===== config.mk =====
export PLATFORM = sky130hd
export DESIGN_NAME = xor_arbiter_puf
export DESIGN_NICKNAME = d
export VERILOG_FILES = /design/src/rtl/xor_arbiter_puf.sv
export SDC_FILE = /design/constraint.sdc
export NUM_CORES = 1
export LEC_CHECK = 0
export CORE_UTILIZATION = 45
export CTS_BUF_LIST = sky130_fd_sc_hd__clkbuf_4 sky130_fd_sc_hd__clkbuf_8 sky130_fd_sc_hd__clkbuf_16
export DETAILED_ROUTE_END_ITERATION = 16
export HOLD_SLACK_MARGIN = 0.05
export PLACE_DENSITY = 0.74
export SLEW_MARGIN = 5
export SYNTH_ARGS = -nofsm -noshare
export SYNTH_HDL_FRONTEND = slang
export SYNTH_SLANG_ARGS = --single-unit
export TNS_END_PERCENT = 10

===== constraint.sdc =====
create_clock -name clk -period 1.5 [get_ports clk]
set_input_delay 0.15 -clock clk [delete_from_list [all_inputs] [get_ports clk]]
set_output_delay 0.15 -clock clk [all_outputs]
set_load 0.05 [all_outputs]

===== src/rtl/xor_arbiter_puf.sv =====
// XOR arbiter PUF: N_CHAINS crossed-mux delay chains raced by a common pulse, each
// chain's arbiter bit majority-voted over N_EVAL evaluations and the votes XORed.
module xor_arbiter_puf #(
    parameter int unsigned C_LENGTH      = 8,
    parameter int unsigned N_CHAINS      = 4,
    parameter int unsigned N_EVAL        = 5,
    parameter int unsigned SETTLE_CYCLES = 4
) (
    input  logic                clk,
    input  logic                rst,
    input  logic                istart,
    input  logic [C_LENGTH-1:0] ichallenge,
    input  logic                itest_en,
    input  logic [N_CHAINS-1:0] itest_bits,
    output logic                obusy,
    output logic                ovalid,
    output logic                oresponse,
    output logic [N_CHAINS-1:0] oraw,
    output logic                ostable
);

    // Counter widths: ones/eval counters hold 0..N_EVAL, phase counter 0..SETTLE_CYCLES-1
    localparam int unsigned CW = $clog2(N_EVAL + 1);
    localparam int unsigned PW = $clog2(SETTLE_CYCLES);

    localparam logic [CW-1:0] EVAL_LAST  = CW'(N_EVAL - 1);
    localparam logic [CW-1:0] MAJ_THR    = CW'((N_EVAL + 1) / 2);
    localparam logic [CW-1:0] EVAL_ALL   = CW'(N_EVAL);
    localparam logic [PW-1:0] PHASE_LAST = PW'(SETTLE_CYCLES - 1);

    typedef enum logic [2:0] {
        StIdle,
        StArm,
        StFire,
        StCapture,
        StDone
    } state_e;

    state_e              r_state;
    state_e              w_state_next;
    logic [PW-1:0]       r_phase;
    logic [PW-1:0]       w_phase_next;
    logic [CW-1:0]       r_eval;
    logic [CW-1:0]       w_eval_next;
    logic [CW-1:0]       r_ones [N_CHAINS];
    logic [CW-1:0]       w_ones_next [N_CHAINS];
    logic [C_LENGTH-1:0] r_chal;
    logic [C_LENGTH-1:0] w_chal_next;
    logic                r_pulse;

    logic [N_CHAINS-1:0] w_arb;
    logic [N_CHAINS-1:0] r_sync1;
    logic [N_CHAINS-1:0] r_sync2;
    logic [N_CHAINS-1:0] w_sample;
    logic [N_CHAINS-1:0] w_maj;
    logic [N_CHAINS-1:0] w_unan;

    logic                r_valid;
    logic                r_resp;
    logic [N_CHAINS-1:0] r_raw;
    logic                r_stable;

    // Delay chains and arbiters; chain k sees the challenge rotated left by k
    for (genvar k = 0; k < N_CHAINS; k++) begin : g_chain
        localparam int unsigned ROT = k % C_LENGTH;

        logic [C_LENGTH-1:0] w_sel;
        logic                w_top;
        logic                w_bot;
        logic                r_arb;

        if (ROT == 0) begin : g_rot0
            assign w_sel = r_chal;
        end else begin : g_rot
            assign w_sel = {r_chal[C_LENGTH-1-ROT:0], r_chal[C_LENGTH-1:C_LENGTH-ROT]};
        end

        // Walk the pulse through each stage, swapping the lines where the select is 1
        always_comb begin
            logic v_top;
            logic v_bot;
            logic v_tmp;
            v_top = r_pulse;
            v_bot = r_pulse;
            v_tmp = 1'b0;
            for (int i = 0; i < C_LENGTH; i++) begin
                if (w_sel[i]) begin
                    v_tmp = v_top;
                    v_top = v_bot;
                    v_bot = v_tmp;
                end
            end
            w_top = v_top;
            w_bot = v_bot;
        end

        // Race arbiter: bottom line already high when top rises gives a 1; no reset by design
        always_ff @(posedge w_top) begin
            r_arb <= w_bot;
        end

        assign w_arb[k] = r_arb;
    end

    // Two-flop synchroniser bringing the asynchronous arbiter bits into the clk domain
    always_ff @(posedge clk) begin
        if (rst) begin
            r_sync1 <= '0;
            r_sync2 <= '0;
        end else begin
            r_sync1 <= w_arb;
            r_sync2 <= r_sync1;
        end
    end

    assign w_sample = itest_en ? itest_bits : r_sync2;

    // Per-chain majority vote and unanimity from the ones counters
    always_comb begin
        w_maj  = '0;
        w_unan = '0;
        for (int k = 0; k < N_CHAINS; k++) begin
            w_maj[k]  = (r_ones[k] >= MAJ_THR);
            w_unan[k] = (r_ones[k] == '0) || (r_ones[k] == EVAL_ALL);
        end
    end

    // Next-state and counter updates for the ARM/FIRE/CAPTURE evaluation loop
    always_comb begin
        w_state_next = r_state;
        w_phase_next = r_phase;
        w_eval_next  = r_eval;
        w_chal_next  = r_chal;
        w_ones_next  = r_ones;
        unique case (r_state)
            StIdle: begin
                if (istart) begin
                    w_chal_next  = ichallenge;
                    w_phase_next = '0;
                    w_eval_next  = '0;
                    for (int k = 0; k < N_CHAINS; k++) begin
                        w_ones_next[k] = '0;
                    end
                    w_state_next = StArm;
                end
            end
            StArm: begin
                if (r_phase == PHASE_LAST) begin
                    w_phase_next = '0;
                    w_state_next = StFire;
                end else begin
                    w_phase_next = r_phase + 1'b1;
                end
            end
            StFire: begin
                if (r_phase == PHASE_LAST) begin
                    w_phase_next = '0;
                    w_state_next = StCapture;
                end else begin
                    w_phase_next = r_phase + 1'b1;
                end
            end
            StCapture: begin
                for (int k = 0; k < N_CHAINS; k++) begin
                    w_ones_next[k] = r_ones[k] + CW'(w_sample[k]);
                end
                w_eval_next  = r_eval + 1'b1;
                w_state_next = (r_eval == EVAL_LAST) ? StDone : StArm;
            end
            StDone: begin
                w_state_next = StIdle;
            end
            default: begin
                w_state_next = StIdle;
            end
        endcase
    end

    // State, counters, latched challenge and the race pulse (aligned with the FIRE state)
    always_ff @(posedge clk) begin
        if (rst) begin
            r_state <= StIdle;
            r_phase <= '0;
            r_eval  <= '0;
            r_chal  <= '0;
            r_pulse <= 1'b0;
            for (int k = 0; k < N_CHAINS; k++) begin
                r_ones[k] <= '0;
            end
        end else begin
            r_state <= w_state_next;
            r_phase <= w_phase_next;
            r_eval  <= w_eval_next;
            r_chal  <= w_chal_next;
            r_pulse <= (w_state_next == StFire);
            for (int k = 0; k < N_CHAINS; k++) begin
                r_ones[k] <= w_ones_next[k];
            end
        end
    end

    // Result registers: loaded in DONE, held until the next DONE; ovalid follows DONE
    always_ff @(posedge clk) begin
        if (rst) begin
            r_valid  <= 1'b0;
            r_raw    <= '0;
            r_resp   <= 1'b0;
            r_stable <= 1'b0;
        end else begin
            r_valid <= (r_state == StDone);
            if (r_state == StDone) begin
                r_raw    <= w_maj;
                r_resp   <= ^w_maj;
                r_stable <= &w_unan;
            end
        end
    end

    assign obusy     = (r_state != StIdle);
    assign ovalid    = r_valid;
    assign oraw      = r_raw;
    assign oresponse = r_resp;
    assign ostable   = r_stable;

endmodule


Word-level counts from Yosys, hierarchy flattened
Cells that the tools add are included.
Widths: inputs -> output; s select.
{ "totals": {"regBits": 31, "ramBits": 0, "romBits": 0, "output_inout_bits": 8, "n_memories": 0, "latchBits": 0} }
{ "classes": {"magnitude_cmp": 4, "n_shift": 0, "div_mod_pow": 0, "bitwise": 0, "n_eq_ne": 12, "n_reduce_logical": 17, "add_sub_neg": 6, "muxes": 13, "mul": 0} }
{ "op_table": {"columns": ["operator", "n"], "rows": [
  ["$pmux 12 s2", 1],
  ["$eq 3x3->1 const B", 6],
  ["$logic_not 3->1", 5],
  ["$mux 3", 5],
  ["$add 3x1->3", 4],
  ["$ge 3x2->1 const B", 4],
  ["$mux 12", 1],
  ["$pmux 3 s4", 1],
  ["$eq 3x2->1 const B", 3],
  ["$pmux 3 s2", 1],
  ["$logic_or 1x1->1", 4],
  ["$mux 2", 2],
  ["$mux 4", 1],
  ["$pmux 2 s2", 1],
  ["$reduce_and 2->1", 2],
  ["$reduce_and 4->1", 1],
  ["$reduce_bool 2->1", 2],
  ["$reduce_xor 4->1", 1],
  ["$add 3x1->3 const B", 1],
  ["$eq 3x1->1 const B", 1],
  ["$reduce_bool 3->1", 1],
  ["$add 2x1->2 const B", 1],
  ["$eq 2x2->1 const B", 1],
  ["$ne 2x2->1 const B", 1],
  ["$reduce_or 2->1", 1]
]} }

Longest topological paths before layout
{ "logic_depth": {"depth_word": 4, "ltp_mapped": 7, "depth_no_buf": 7} }

==> metrics.txt <==
status=completed; Final Max Slew Viols=0; critical path peak fanout=4; initial antenna violation count=0; total grt overflow=0; # diodes=0; post-layout min period=1.480 ns; DRT Pass-1 Iters=4; share of cells above drive strength 1=24.73%; Worst setup EP type=primary output; count of cell types in the netlist=32; total CTS buffers=5; average cell area after synthesis=9.345 µm²; max_slew headroom=75.62%; Hold Buf Count CTS=0; CTS max path bufs=2; PD cells=823.3 nW/µm²; Pleak=0.7684 nW; Post-Syn Instances=160; Critical Path RT=1.35 ns; P&R area growth vs syn=21.09%; core area=3103 µm²; Final Hold Fails=0; largest net degree at the start of global routing=22; fraction of registers with async set or reset after synthesis=0%; endpoints left unconstrained=1; vias=1167; Post-Route WL=2.759 mm; CTS tree=done; crit start category=flip-flop; Vias/cell=5.074; FP Rows=20; Synth Flop Type=dfxtp_1; CP arrival=1.33 ns; Tot GR Track Use=18.02%; Clock transition at path regs=0.09 ns; critical path class=flip-flop to primary output; most common cell after layout, fill and taps aside=dfxtp_1; Slew @ Worst Pin=0.3658 ns; Die Wd=59.64 µm; VDD IR-drop max=0.4518 mV; Starting Density=48.19%; number of global-route vias before repair=1093; RSZ-0062 raised after global routing=yes; die area=3557 µm²; first-pass GRT wire length=4.671 mm; end-of-flow core utilization=58.35%; GP Congestion=0.8023; H-tree Lvls=2; Post-synth EDFFs=0; DPL Wire Length=1.956 mm; Nets=212; WL/cell=12.00 µm; number of max-cap violations=0; Hold Path Class=flip-flop to flip-flop; CTS root buf=clkbuf_4; vertical die dimension=59.64 µm; Remaining DRCs=0; Starting DRT DRC Count=39; register pins left without a clock=1; fin cells=230; Synthesis Warnings=0; Mapped Area=1495 µm²; Clock Latency Late Sink=0.34 ns; cell count after placement=218; commonest non-fill, non-tap cells in the layout=dfxtp_1, nor2_1, nand2_1, buf_4; Setup Skew=0.007930 ns; PortBufs=15; DRT antenna net count=0; final setup fails=0; I/O pin cnt=24; Fmax=675.6 MHz; Synth Register Bits=31; period utilization=98.68%; Post-Syn Nets=187; sequential fraction of the synthesis area=41.51%
[worst max-delay path: stages, from the launching register on]
cell,delay [ns]
dfxtp_2,0.35
buf_6,0.11
or3_4,0.37
buf_8,0.16
[kinds of logic (layout without fill, tap and decap cells)]
logic type	Yosys count	count (layout)	share of synthesized area [%]
buffers and inverters	13	39	4.601
adders and majority gates	11	11	9.205
AOI/OAI and AO/OA	33	33	18.24
xor gates and xnor gates	13	13	7.615
DFF	31	31	41.51
and+or+nand+nor	59	59	18.83
[final timing paths]
| check | from | end | slack [ns] | cells past startpoint |
|---|---|---|---|---|
| max | r_state[1] | obusy | 0.02 | 3 |
| min | r_sync1[0] | r_sync2[0] | 0.47 | 1 |
| max reg2reg | r_state[0] | r_ones[10] | 0.12 | 4 |
| min reg2reg | r_sync1[0] | r_sync2[0] | 0.47 | 1 |
[repair_timing]
item | in CTS | in global routing
setup buffers | 4 | 0
endpoints found under the setup margin | 5 | 10
endpoints found under the hold margin | 0 | 0
gates resized for setup | 9 | 2
pin swaps | 1 | 0
[sequential cells by signal (all words and copies together), names as in the netlist]
register	cells
r_eval	3
ostable	1
oraw	4
oresponse	1
g_chain.r_arb	1
r_state	3
ovalid	1
g_chain.$10.v_bot	1
r_sync2	1
r_ones	12
r_sync1	1
r_phase	2
[final cells by class]
type / count / area (µm²)
fillers: 297 / 1292
well taps: 44 / 55.05
inverters: 4 / 15.01
repair buffers: 27 / 239.0
clock buffers: 7 / 58.81
clock inverters: 1 / 5.005
multi-input cells: 116 / 813.3
flip-flops and latches: 31 / 624.3
[per-layer routing]
metal / share of wire (%) / GRT usage, % / up-vias
li1: - / - / 601
met1: 48 / 21.07 / 542
met2: 46 / 29.52 / 17
met3: 2.6 / 4.148 / 7
met4: 2.5 / 11.30 / 0
met5: 0 / 0 / -
[where the power goes]
group | internal, mW | switching, mW | leakage (nW)
sequential | 0.806 | 0.00780 | 0.252
clock | 0.245 | 0.280 | 0.0387
combinational | 0.0740 | 0.0781 | 0.478
[through the flow]
| step | power, mW | setup TNS (ns) | setup slack, ns | cell area (µm²) | hold slack [ns] |
|---|---|---|---|---|---|
| after global placement | 0.9648 | -2.132 | -0.1805 | 1687 | 0.4411 |
| after CTS | 1.508 | 0 | 0.007325 | 1808 | 0.4654 |
| final | 1.491 | 0 | 0.01984 | 1810 | 0.4652 |
| after global routing | 1.564 | -0.02331 | -0.02331 | 1810 | 0.4897 |
| after floorplan | 0.9216 | 0 | 0.009037 | 1495 | 0.2216 |
| after detailed placement | 0.9690 | -2.432 | -0.2132 | 1687 | 0.4341 |
[Yosys cell counts, drive strengths merged, types with 2 or more instances]
| library cell | number | area, µm² |
|---|---|---|
| a22oi | 9 | 112.6 |
| inv | 4 | 15.01 |
| xor2 | 11 | 96.34 |
| nor2b | 3 | 18.77 |
| xnor2 | 2 | 17.52 |
| dfxtp | 31 | 620.6 |
| nor3 | 5 | 25.02 |
| buf | 8 | 50.04 |
| ha | 11 | 137.6 |
| nand2 | 16 | 60.06 |
| a211oi | 7 | 62.56 |
| nand2b | 5 | 31.28 |
| a21oi | 11 | 55.05 |
| nor2 | 22 | 82.58 |
| o21ai | 2 | 10.01 |
Note: power is estimated with default switching activity, not from simulation.
==> patch (same settings) <==
Add an input register stage for `istart`, `ichallenge`, `itest_en` and `itest_bits`, with the module's reset; this delays them by one clock.
--- a/src/rtl/xor_arbiter_puf.sv
+++ b/src/rtl/xor_arbiter_puf.sv
@@ -37,4 +37,23 @@
     } state_e;
 
+    logic istart_q;
+    logic [C_LENGTH-1:0] ichallenge_q;
+    logic itest_en_q;
+    logic [N_CHAINS-1:0] itest_bits_q;
+
+    always_ff @(posedge clk) begin
+        if (rst) begin
+            istart_q     <= '0;
+            ichallenge_q <= '0;
+            itest_en_q   <= '0;
+            itest_bits_q <= '0;
+        end else begin
+            istart_q     <= istart;
+            ichallenge_q <= ichallenge;
+            itest_en_q   <= itest_en;
+            itest_bits_q <= itest_bits;
+        end
+    end
+
     state_e              r_state;
     state_e              w_state_next;
@@ -114,5 +133,5 @@
     end
 
-    assign w_sample = itest_en ? itest_bits : r_sync2;
+    assign w_sample = itest_en_q ? itest_bits_q : r_sync2;
 
     // Per-chain majority vote and unanimity from the ones counters
@@ -135,6 +154,6 @@
         unique case (r_state)
             StIdle: begin
-                if (istart) begin
-                    w_chal_next  = ichallenge;
+                if (istart_q) begin
+                    w_chal_next  = ichallenge_q;
                     w_phase_next = '0;
                     w_eval_next  = '0;
Function: not checked (the comparison handles one clock edge and no latches or derived clocks); the edit may change what the design does.
==> patch against the unedited design <==
Area after synthesis grew 9.7%. Global-route usage is 0.21 points lower. Routed wire length up 9.0%. Largest cell class unchanged. Setup slack worse by 0.00055 ns. Combinational power decreased by 16%. Cell area rose by 8.6%. Highest routed layer unchanged. Total power is 13% higher. Sequential cell count rose by 6. Largest power group unchanged. Clock power grew 11%.
==> patch: results (changes against the unedited design) <==
metric,value,unit,change
hold_path.class,in -> reg,,
post_dp_cell_area,1820,sq um,+8.0%
cts_setup_buffers,6,,+2
post-place-ws,0.0185,ns,+0.232 ns
netlist_top_cells_count,"dfxtp_1 (37), nor2_1 (26), nand2_1 (18), ha_1 (11), xor2_1 (10)",,
dr.first_iter.drc_count,70,,+79%
fin_cells,245,,+6.5%
irDropWorstVdd,0.449,mV,-0.72%
path_max_fanout,2,,-2
grt_pass1_wl,5330,um,+14%
r2r_setup_slack,0.05,ns,-0.07 ns
first_pass_iters,6,,+2
relSlewSlack,0.793,,+0.0364
grt.total_usage,0.178,,-0.00208
whs_path_depth,2,,+1
gp_congestion,0.743,,-7.4%
unclocked_pins,1,,unchanged
cp_slowest_stage_delay,0.39,ns,+0.02 ns
routed_via_density,5.11,,+0.72%
yosys-top-cells-area,"dfxtp_1 (45%), ha_1 (8.4%), a22oi_2 (6.9%)",,
fin_skew,0.0102,ns,+0.00230 ns
untimed_endpoints,1,,unchanged
largest_reg_flops,12,,unchanged
netlist_instances,174,,+8.8%
outcome,completed,,
cp.arrival,1.33,ns,about the same
netlist-cell-type-count,31,,-3.1%
r2r_cells,5,,+1
postCtsResizedCells,6,,-3
dp.final_hpwl,2060,um,+5.5%
leakage,0.828,nW,+7.8%
hold-worst-slack,0.346,ns,-0.119 ns
drive_above_1_share,0.226,,-0.0212
wl_per_cell,12.3,um,+2.3%
grt_max_degree,17,,-23%
patch: changes by cell type after synthesis, moves of 2 or more:
cell / delta
dfxtp_1: +6
nor2b_1: +6
nor2_1: +4
clkbuf_1: +3
a211oi_2: -2
a21oi_1: -2
nand2_1: +2
o21ai_1: -2
patch: logic make-up after synthesis:
kind of cell	count (synthesis)	share of synthesized area
flip-flops	37	0.452
AO/OA/AOI/OAI	31	0.156
multiplexers	1	0.00610
buffers and inverters	13	0.0412
AND/OR/NAND/NOR	69	0.198
adder cells (fa/ha/maj)	11	0.0839
XOR/XNOR	12	0.0641
patch: final cells by class:
cell class                      instances  area, sq um
Clock buffer                            8         66.3
Fill cell                             310         1450
Inverter                                3         11.3
Multi-Input combinational cell        124          847
Sequential cell                        37          744
Tap cell                               46         57.6
Timing Repair Buffer                   27          239
patch: power breakdown:
group          leakage, nW  internal, W  switching [W]  total [W]
clock network       0.0394     0.000267       0.000315   0.000583
logic                0.488    0.0000648      0.0000623   0.000127
registers            0.301     0.000970     0.00000798   0.000978
total                0.828      0.00130       0.000385    0.00169
patch: final timing paths:
path	startpoint	to
hold reg to reg	r_sync1[0]	r_sync2[0]
hold / removal	itest_bits[0]	itest_bits_q[0]
setup / recovery	r_state[0]	obusy
setup reg to reg	r_state[0]	r_ones[5]
patch: routing by layer:
metal	vias to the layer above	global-route usage	part of all wire	wire, um
met5	-	0	0	0
met1	575	0.174	0.43	1290
li1	638	-	-	-
met4	0	0.122	0.035	106
met2	27	0.326	0.50	1500
met3	12	0.0474	0.036	107
patch: worst reg2reg max path: cells and delay by family, from the launching register on:
family,cells,cell delay [ns]
AOI/OAI and AO/OA,1,0.26
buffers and inverters,2,0.25
DFF,1,0.34
and+or+nand+nor,2,0.49
